--- src/rtl/branch_resolve_pkg.sv ---
// Shared types and constants for the EX-stage branch resolution unit.
package branch_resolve_pkg;

  localparam int unsigned XLEN = 32;
  localparam logic [XLEN-1:0] Zero = '0;

  typedef enum logic [3:0] {
    NONE = 4'd0,
    BEQ  = 4'd1,
    BNE  = 4'd2,
    BLT  = 4'd3,
    BGE  = 4'd4,
    BLTU = 4'd5,
    BGEU = 4'd6,
    JAL  = 4'd7,
    JALR = 4'd8
  } br_t;

  typedef enum logic {
    IDLE   = 1'b0,
    SQUASH = 1'b1
  } state_t;

endpackage

--- src/rtl/branch_cmp.sv ---
// Conditional-branch comparator: cond_true when the br_type compare holds.
module branch_cmp
  import branch_resolve_pkg::*;
(
  input  logic [3:0]      br_type,
  input  logic [XLEN-1:0] rs1_val,
  input  logic [XLEN-1:0] rs2_val,
  output logic            cond_true
);

  always_comb begin
    cond_true = 1'b0;
    case (br_t'(br_type))
      BEQ:     cond_true = (rs1_val == rs2_val);
      BNE:     cond_true = (rs1_val != rs2_val);
      BLT:     cond_true = ($signed(rs1_val) <  $signed(rs2_val));
      BGE:     cond_true = ($signed(rs1_val) >= $signed(rs2_val));
      BLTU:    cond_true = (rs1_val <  rs2_val);
      BGEU:    cond_true = (rs1_val >= rs2_val);
      default: cond_true = 1'b0;
    endcase
  end

endmodule

--- src/rtl/branch_resolve.sv ---
// EX-stage branch/jump resolution with misprediction redirect and wrong-path squash.
// Optional statistics counters enabled by defining BRANCH_STATS_EN.
module branch_resolve
  import branch_resolve_pkg::*;
#(
  parameter int unsigned SQUASH_DEPTH = 2
) (
  input  logic            clk,
  input  logic            rst,
  input  logic [4:0]      stall_signal,
  input  logic            valid_in,
  input  logic [3:0]      br_type,
  input  logic [XLEN-1:0] pc_in,
  input  logic [XLEN-1:0] rs1_val,
  input  logic [XLEN-1:0] rs2_val,
  input  logic [XLEN-1:0] imm,
  input  logic            pred_taken,
  input  logic [XLEN-1:0] pred_target,
  output logic            jump_flag,
  output logic            branch_flag,
  output logic            branch_taken,
  output logic [XLEN-1:0] branch_pc,
  output logic [XLEN-1:0] branch_to,
  output logic [XLEN-1:0] link_data,
  output logic [XLEN-1:0] stat_branches,
  output logic [XLEN-1:0] stat_mispred
);

  localparam int unsigned CNT_W = (SQUASH_DEPTH < 2) ? 1 : $clog2(SQUASH_DEPTH + 1);

  state_t            state_q, state_d;
  logic [CNT_W-1:0]  sq_cnt_q, sq_cnt_d;
  br_t               kind;
  logic              ex_go_c, accept_c, is_jalr_c, is_jump_c, cond_true;
  logic              taken_c, mispred_c, jump_d, branch_d;
  logic [XLEN-1:0]   target_c, fall_c, next_pc_c;
  logic              unused_stall;

  assign unused_stall = ^{stall_signal[4:3], stall_signal[1:0]};

  branch_cmp u_cmp (
    .br_type   (br_type),
    .rs1_val   (rs1_val),
    .rs2_val   (rs2_val),
    .cond_true (cond_true)
  );

  // Resolution datapath
  assign kind      = br_t'(br_type);
  assign ex_go_c   = valid_in && !stall_signal[2];
  assign accept_c  = ex_go_c && (state_q == IDLE) && (kind != NONE);
  assign is_jalr_c = (kind == JALR);
  assign is_jump_c = (kind == JAL) || is_jalr_c;
  assign target_c  = is_jalr_c ? ((rs1_val + imm) & ~XLEN'(1)) : (pc_in + imm);
  assign fall_c    = pc_in + XLEN'(4);
  assign taken_c   = is_jump_c || cond_true;
  assign next_pc_c = taken_c ? target_c : fall_c;
  assign mispred_c = (taken_c != pred_taken) || (taken_c && (pred_target != target_c));

  always_ff @(posedge clk) begin
    if (rst) begin
      state_q  <= IDLE;
      sq_cnt_q <= '0;
    end else begin
      state_q  <= state_d;
      sq_cnt_q <= sq_cnt_d;
    end
  end

  always_comb begin
    state_d  = state_q;
    sq_cnt_d = sq_cnt_q;
    case (state_q)
      IDLE: begin
        if (accept_c && mispred_c && (SQUASH_DEPTH != 0)) begin
          state_d  = SQUASH;
          sq_cnt_d = CNT_W'(SQUASH_DEPTH);
        end
      end
      SQUASH: begin
        if (ex_go_c) begin
          if (sq_cnt_q <= CNT_W'(1)) begin
            state_d  = IDLE;
            sq_cnt_d = '0;
          end else begin
            sq_cnt_d = sq_cnt_q - CNT_W'(1);
          end
        end
      end
      default: begin
        state_d  = IDLE;
        sq_cnt_d = '0;
      end
    endcase
  end

  always_comb begin
    jump_d   = 1'b0;
    branch_d = 1'b0;
    if (accept_c) begin
      jump_d   = mispred_c;
      branch_d = !is_jalr_c;
    end
  end

  // Strobes pulse per accepted instruction; data outputs hold between them
  always_ff @(posedge clk) begin
    if (rst) begin
      jump_flag    <= 1'b0;
      branch_flag  <= 1'b0;
      branch_taken <= 1'b0;
      branch_pc    <= Zero;
      branch_to    <= Zero;
      link_data    <= Zero;
    end else begin
      jump_flag   <= jump_d;
      branch_flag <= branch_d;
      if (accept_c) begin
        branch_taken <= taken_c;
        branch_pc    <= pc_in;
        branch_to    <= next_pc_c;
        link_data    <= fall_c;
      end
    end
  end

`ifdef BRANCH_STATS_EN
  always_ff @(posedge clk) begin
    if (rst) begin
      stat_branches <= Zero;
      stat_mispred  <= Zero;
    end else begin
      if (accept_c) stat_branches <= stat_branches + XLEN'(1);
      if (jump_d)   stat_mispred  <= stat_mispred + XLEN'(1);
    end
  end
`else
  assign stat_branches = Zero;
  assign stat_mispred  = Zero;
`endif

endmodule
--- config.mk ---
export PLATFORM = sky130hd
export DESIGN_NAME = branch_resolve
export DESIGN_NICKNAME = d
export VERILOG_FILES = /design/src/rtl/branch_resolve_pkg.sv /design/src/rtl/branch_cmp.sv /design/src/rtl/branch_resolve.sv
export SDC_FILE = /design/constraint.sdc
export NUM_CORES = 1
export LEC_CHECK = 0
export CORE_AREA = 8 8 176 211
export DETAILED_ROUTE_END_ITERATION = 6
export DIE_AREA = 0 0 184 219
export GPL_ROUTABILITY_DRIVEN = 0
export HOLD_SLACK_MARGIN = 0.05
export PLACE_DENSITY = 0.64
export SYNTH_ARGS = -nofsm -noshare
export SYNTH_HDL_FRONTEND = slang
export SYNTH_HIERARCHICAL = 1
export SYNTH_SLANG_ARGS = --single-unit
export TNS_END_PERCENT = 10
--- constraint.sdc ---
create_clock -name clk -period 12.35 [get_ports clk]
set_clock_uncertainty 0.2 [all_clocks]
set_input_delay 3.0875 -clock clk [delete_from_list [all_inputs] [get_ports clk]]
set_output_delay 3.0875 -clock clk [all_outputs]
set_load 0.01 [all_outputs]
==> key figures <==
Routing
  – First-pass iteration count of the detailed router: 6
  – Vias/cell: roughly 5.5
  – Antenna Nets Post-Route: 0
  – DR WL/cell: 19.67 microns
  – DRT Wirelength: roughly 44000 microns
  – Drt drc: 0
  – Vias after detailed routing: between 10000 and 15000
  – Initial detailed-routing violation count: a little over 900

Finish
  – Nets: 2039
  – Area Growth Syn to Fin: 25.85%
  – Sequential cell area: around 2000 sq um
  – Ratio of cells with drive above 1 in the final layout: roughly 4.8%
  – Fill count: approximately 3500
  – Area of the multi-input gates: 8751 sq um
  – Final instance area: 14570 sq um
  – Util after Layout: between 40% and 50%
  – Non-Filler Instances: around 2200

Worst setup path
  – Crit end category: flop
  – WP data arrival: approximately 8 ns
  – Worst-path maximum fanout: 19
  – Flop-to-flop setup slack: about 10 ns
  – Critical Path RT: about 12 ns
  – Crit path kind: input pin to flop
  – Crit start category: input pin

Die
  – Initial cell density of the core: roughly a third
  – Die width: ~180 microns
  – IO Count: around 340
  – Placeable Area: 33700 sq um
  – DIE AREA: ~40000 sq um
  – Site Rows: 74
  – Die Ht: approximately 220 microns

Power
  – Sw frac: around two fifths
  – PwrDens: slightly below 90 nW/um^2
  – Pint: slightly below 800 uW
  – Leak: 5.649 nW
  – Worst-case vdd ir drop: between 0.05 and 0.06 mV
  – Psw: approximately 480 uW
  – Combinational fraction of design power: between 40 and 50%
  – Clock share of power: between 20% and 30%
  – Final Power: between 1 and 1.5 mW
  – Sequential power share: between 20 and 30%

Job
  – Max_cap viols: 0

Timing
  – Fmax: around 120 MHz
  – Final worst slack: between 4 and 5 ns
  – Setup_tns: 0 ns
  – Slew @ Worst Pin: around 1.1 ns
  – Final setup fails: 0
  – Period utilisation layout: around 66%
  – Worst hold slack: about 0.25 ns
  – Slew HR: 27.33%
  – Hold Violations, Final: 0
  – RSZ-0062 raised after global routing: no
  – Tmin final: just over 8 ns
  – Slew Viols, Final: 0

Hold path
  – Hold crit path type: flop to flop

Yosys
  – Synth Area per Inst: between 7 and 8 sq um
  – YS warnings: 6
  – Ys async rst share: 0%
  – Cells after synthesis: between 1500 and 2000
  – Ys flop type: dfxtp_1
  – Number of synthesized flops with an enable pin: 0
  – Number of distinct library cells after synthesis: between 90 and 100
  – Mapped cell area: about 12000 sq um
  – #FFs+latches synth: 100
  – Post-synthesis sequential area ratio: 17.29%

Clock network
  – CTS H-tree depth: 3
  – Clock Latency Late Sink: about 0.34 ns
  – Root Driver: clkbuf_16
  – Post-CTS sizing: 0
  – Largest buffer count on any clock path: 2
  – CTS sink count: 100
  – Post-CTS setup buffers: 0
  – Hold bufs inserted after CTS: 0
  – TritonCTS clock tree: yes
  – Num CTS Buffers: 9
  – CTS clock-pin slew for the worst setup and hold paths: roughly 0.070 ns

Status
  – Status: complete, no violations

Global routing
  – Largest net degree at the start of global routing: between 100 and 150
  – First-pass GRT wire length: between 60000 and 70000 microns
  – Initial antenna violation count: 1
  – Vias in the first global route: around 12000
  – GRT Util Overall: between 20% and 30%
  – Gr ovfl total: 0

Place
  – Placed cell areas: roughly 14000 sq um
  – PortBufs: ~270
  – DP Wirelength: roughly 37000 microns
  – Placed Cells: about 2200
  – Dpl ws: between 3 and 4 ns
[worst paths after layout]
| kind | from | to | cells after the start |
|---|---|---|---|
| min | branch_pc[6]$_SDFFE_PP0P_ | branch_pc[6]$_SDFFE_PP0P_ | 2 |
| max | rs1_val[31] | sq_cnt_q[1]$_SDFFE_PP0P_ | 19 |
| max reg2reg | state_q$_SDFF_PP0_ | branch_to[11]$_SDFFE_PP0P_ | 5 |
| min reg2reg | branch_pc[6]$_SDFFE_PP0P_ | branch_pc[6]$_SDFFE_PP0P_ | 2 |
[critical path, stage by stage]
cell and delay [ns]:
clkdlybuf4s50_1 0.54, ha_1 0.47, nand4_2 0.20, nor4b_1 0.63, nand4_1 0.29, nor4_1 0.36, a211oi_2 0.07, o31ai_2 0.11
inv_1 0.15, nand3_4 0.29, nand2_1 0.10, a311oi_1 0.37, nand3_1 0.14, nor4_2 0.17, nand4b_1 0.19, nor4_1 0.36
nand4_1 0.28, o21ai_2 0.26, o21ai_1 0.09
[Yosys cell counts, drive strengths merged, types with 11 or more instances]
| library cell | number | area share (%) |
|---|---|---|
| nand3b | 11 | 0.71 |
| mux2i | 30 | 2.6 |
| o211ai | 14 | 0.99 |
| xnor2 | 40 | 3.1 |
| nor3 | 40 | 1.9 |
| nand4 | 37 | 2.3 |
| and2 | 22 | 1.2 |
| o21a | 14 | 0.92 |
| ha | 94 | 10 |
| buf | 100 | 5.9 |
| and3 | 23 | 1.2 |
| nand2b | 22 | 1.2 |
| nor2 | 144 | 4.7 |
| dfxtp | 100 | 17 |
| nand3 | 48 | 2.2 |
| nand2 | 204 | 6.6 |
| or3 | 13 | 0.75 |
| inv | 48 | 1.6 |
| o21ai | 69 | 3.1 |
| a21oi | 158 | 7.1 |
| xor2 | 50 | 3.8 |
| clkbuf | 56 | 1.8 |
| a2111oi | 12 | 1.2 |
| a211oi | 59 | 4.2 |
| nor4 | 17 | 1.1 |
| a21o | 14 | 0.91 |
[area by class of cell]
| class | instances | area share [%] |
|---|---|---|
| Antenna cell | 1 | 0.01717 |
| Clock buffer | 11 | 1.734 |
| Clock inverter | 5 | 0.5753 |
| Inverter | 48 | 1.236 |
| Multi-Input combinational cell | 1336 | 60.05 |
| Sequential cell | 100 | 13.74 |
| Tap cell | 456 | 3.915 |
| Timing Repair Buffer | 275 | 18.73 |
[sequential cells by signal (all words and copies together) (netlist names)]
name / count
branch_pc: 32
branch_to: 32
link_data: 30
sq_cnt_q: 2
branch_flag: 1
branch_taken: 1
jump_flag: 1
state_q: 1
[per-layer routing]
metal | global-route usage [%] | part of all wire, % | wire, microns | vias up
met1 | 26.51 | 43 | 18910 | 5687
met5 | 0 | 0 | 0 | -
li1 | - | - | - | 6004
met4 | 7.997 | 3.7 | 1634 | 0
met2 | 34.53 | 46 | 20270 | 526
met3 | 2.962 | 7.0 | 3085 | 89
[cell usage in the layout, fill, tap and decap left out, types with 9 or more instances in the layout]
cell and instances:
clkdlybuf4s50_1 266, nand2_1 204, a21oi_1 150, nor2_1 144, dfxtp_1 100, ha_1 94, conb_1 64, o21ai_0 57
a211oi_1 53, xor2_1 50, inv_1 48, nand3_1 46, xnor2_1 39, nor3_1 37, nand4_1 33, mux2i_1 30
and3_1 23, nand2b_1 22, and2_1 21, a21o_1 14, nor4_1 13, o21a_1 13, o211ai_1 12, or3_1 11
nand3b_1 11, a31oi_1 10, o21ai_1 9, a211o_1 9, clkbuf_16 9, buf_4 9
[power by group through the flow]
stage | registers [mW] | clock network [mW] | logic, mW
final | 0.354 | 0.315 | 0.598
after global routing | 0.356 | 0.335 | 0.650
after CTS | 0.354 | 0.324 | 0.592
after detailed placement | 0.362 | 0 | 0.589
after global placement | 0.361 | 0 | 0.581
after floorplan | 0.370 | 0 | 0.374
[cells by family (layout without fill, tap and decap cells)]
logic type / Yosys count / after routing / share of synthesized area, %
AO/OA/AOI/OAI: 431 / 431 / 25.56
multiplexers: 35 / 35 / 3.079
XOR/XNOR: 95 / 95 / 7.844
flip-flops: 100 / 100 / 17.29
AND/OR/NAND/NOR: 615 / 615 / 26.40
other: 1 / 65 / 0.03238
buffers and inverters: 204 / 339 / 9.292
adder cells (fa/ha/maj): 96 / 96 / 10.50
Power figures use the tool's default switching activity.
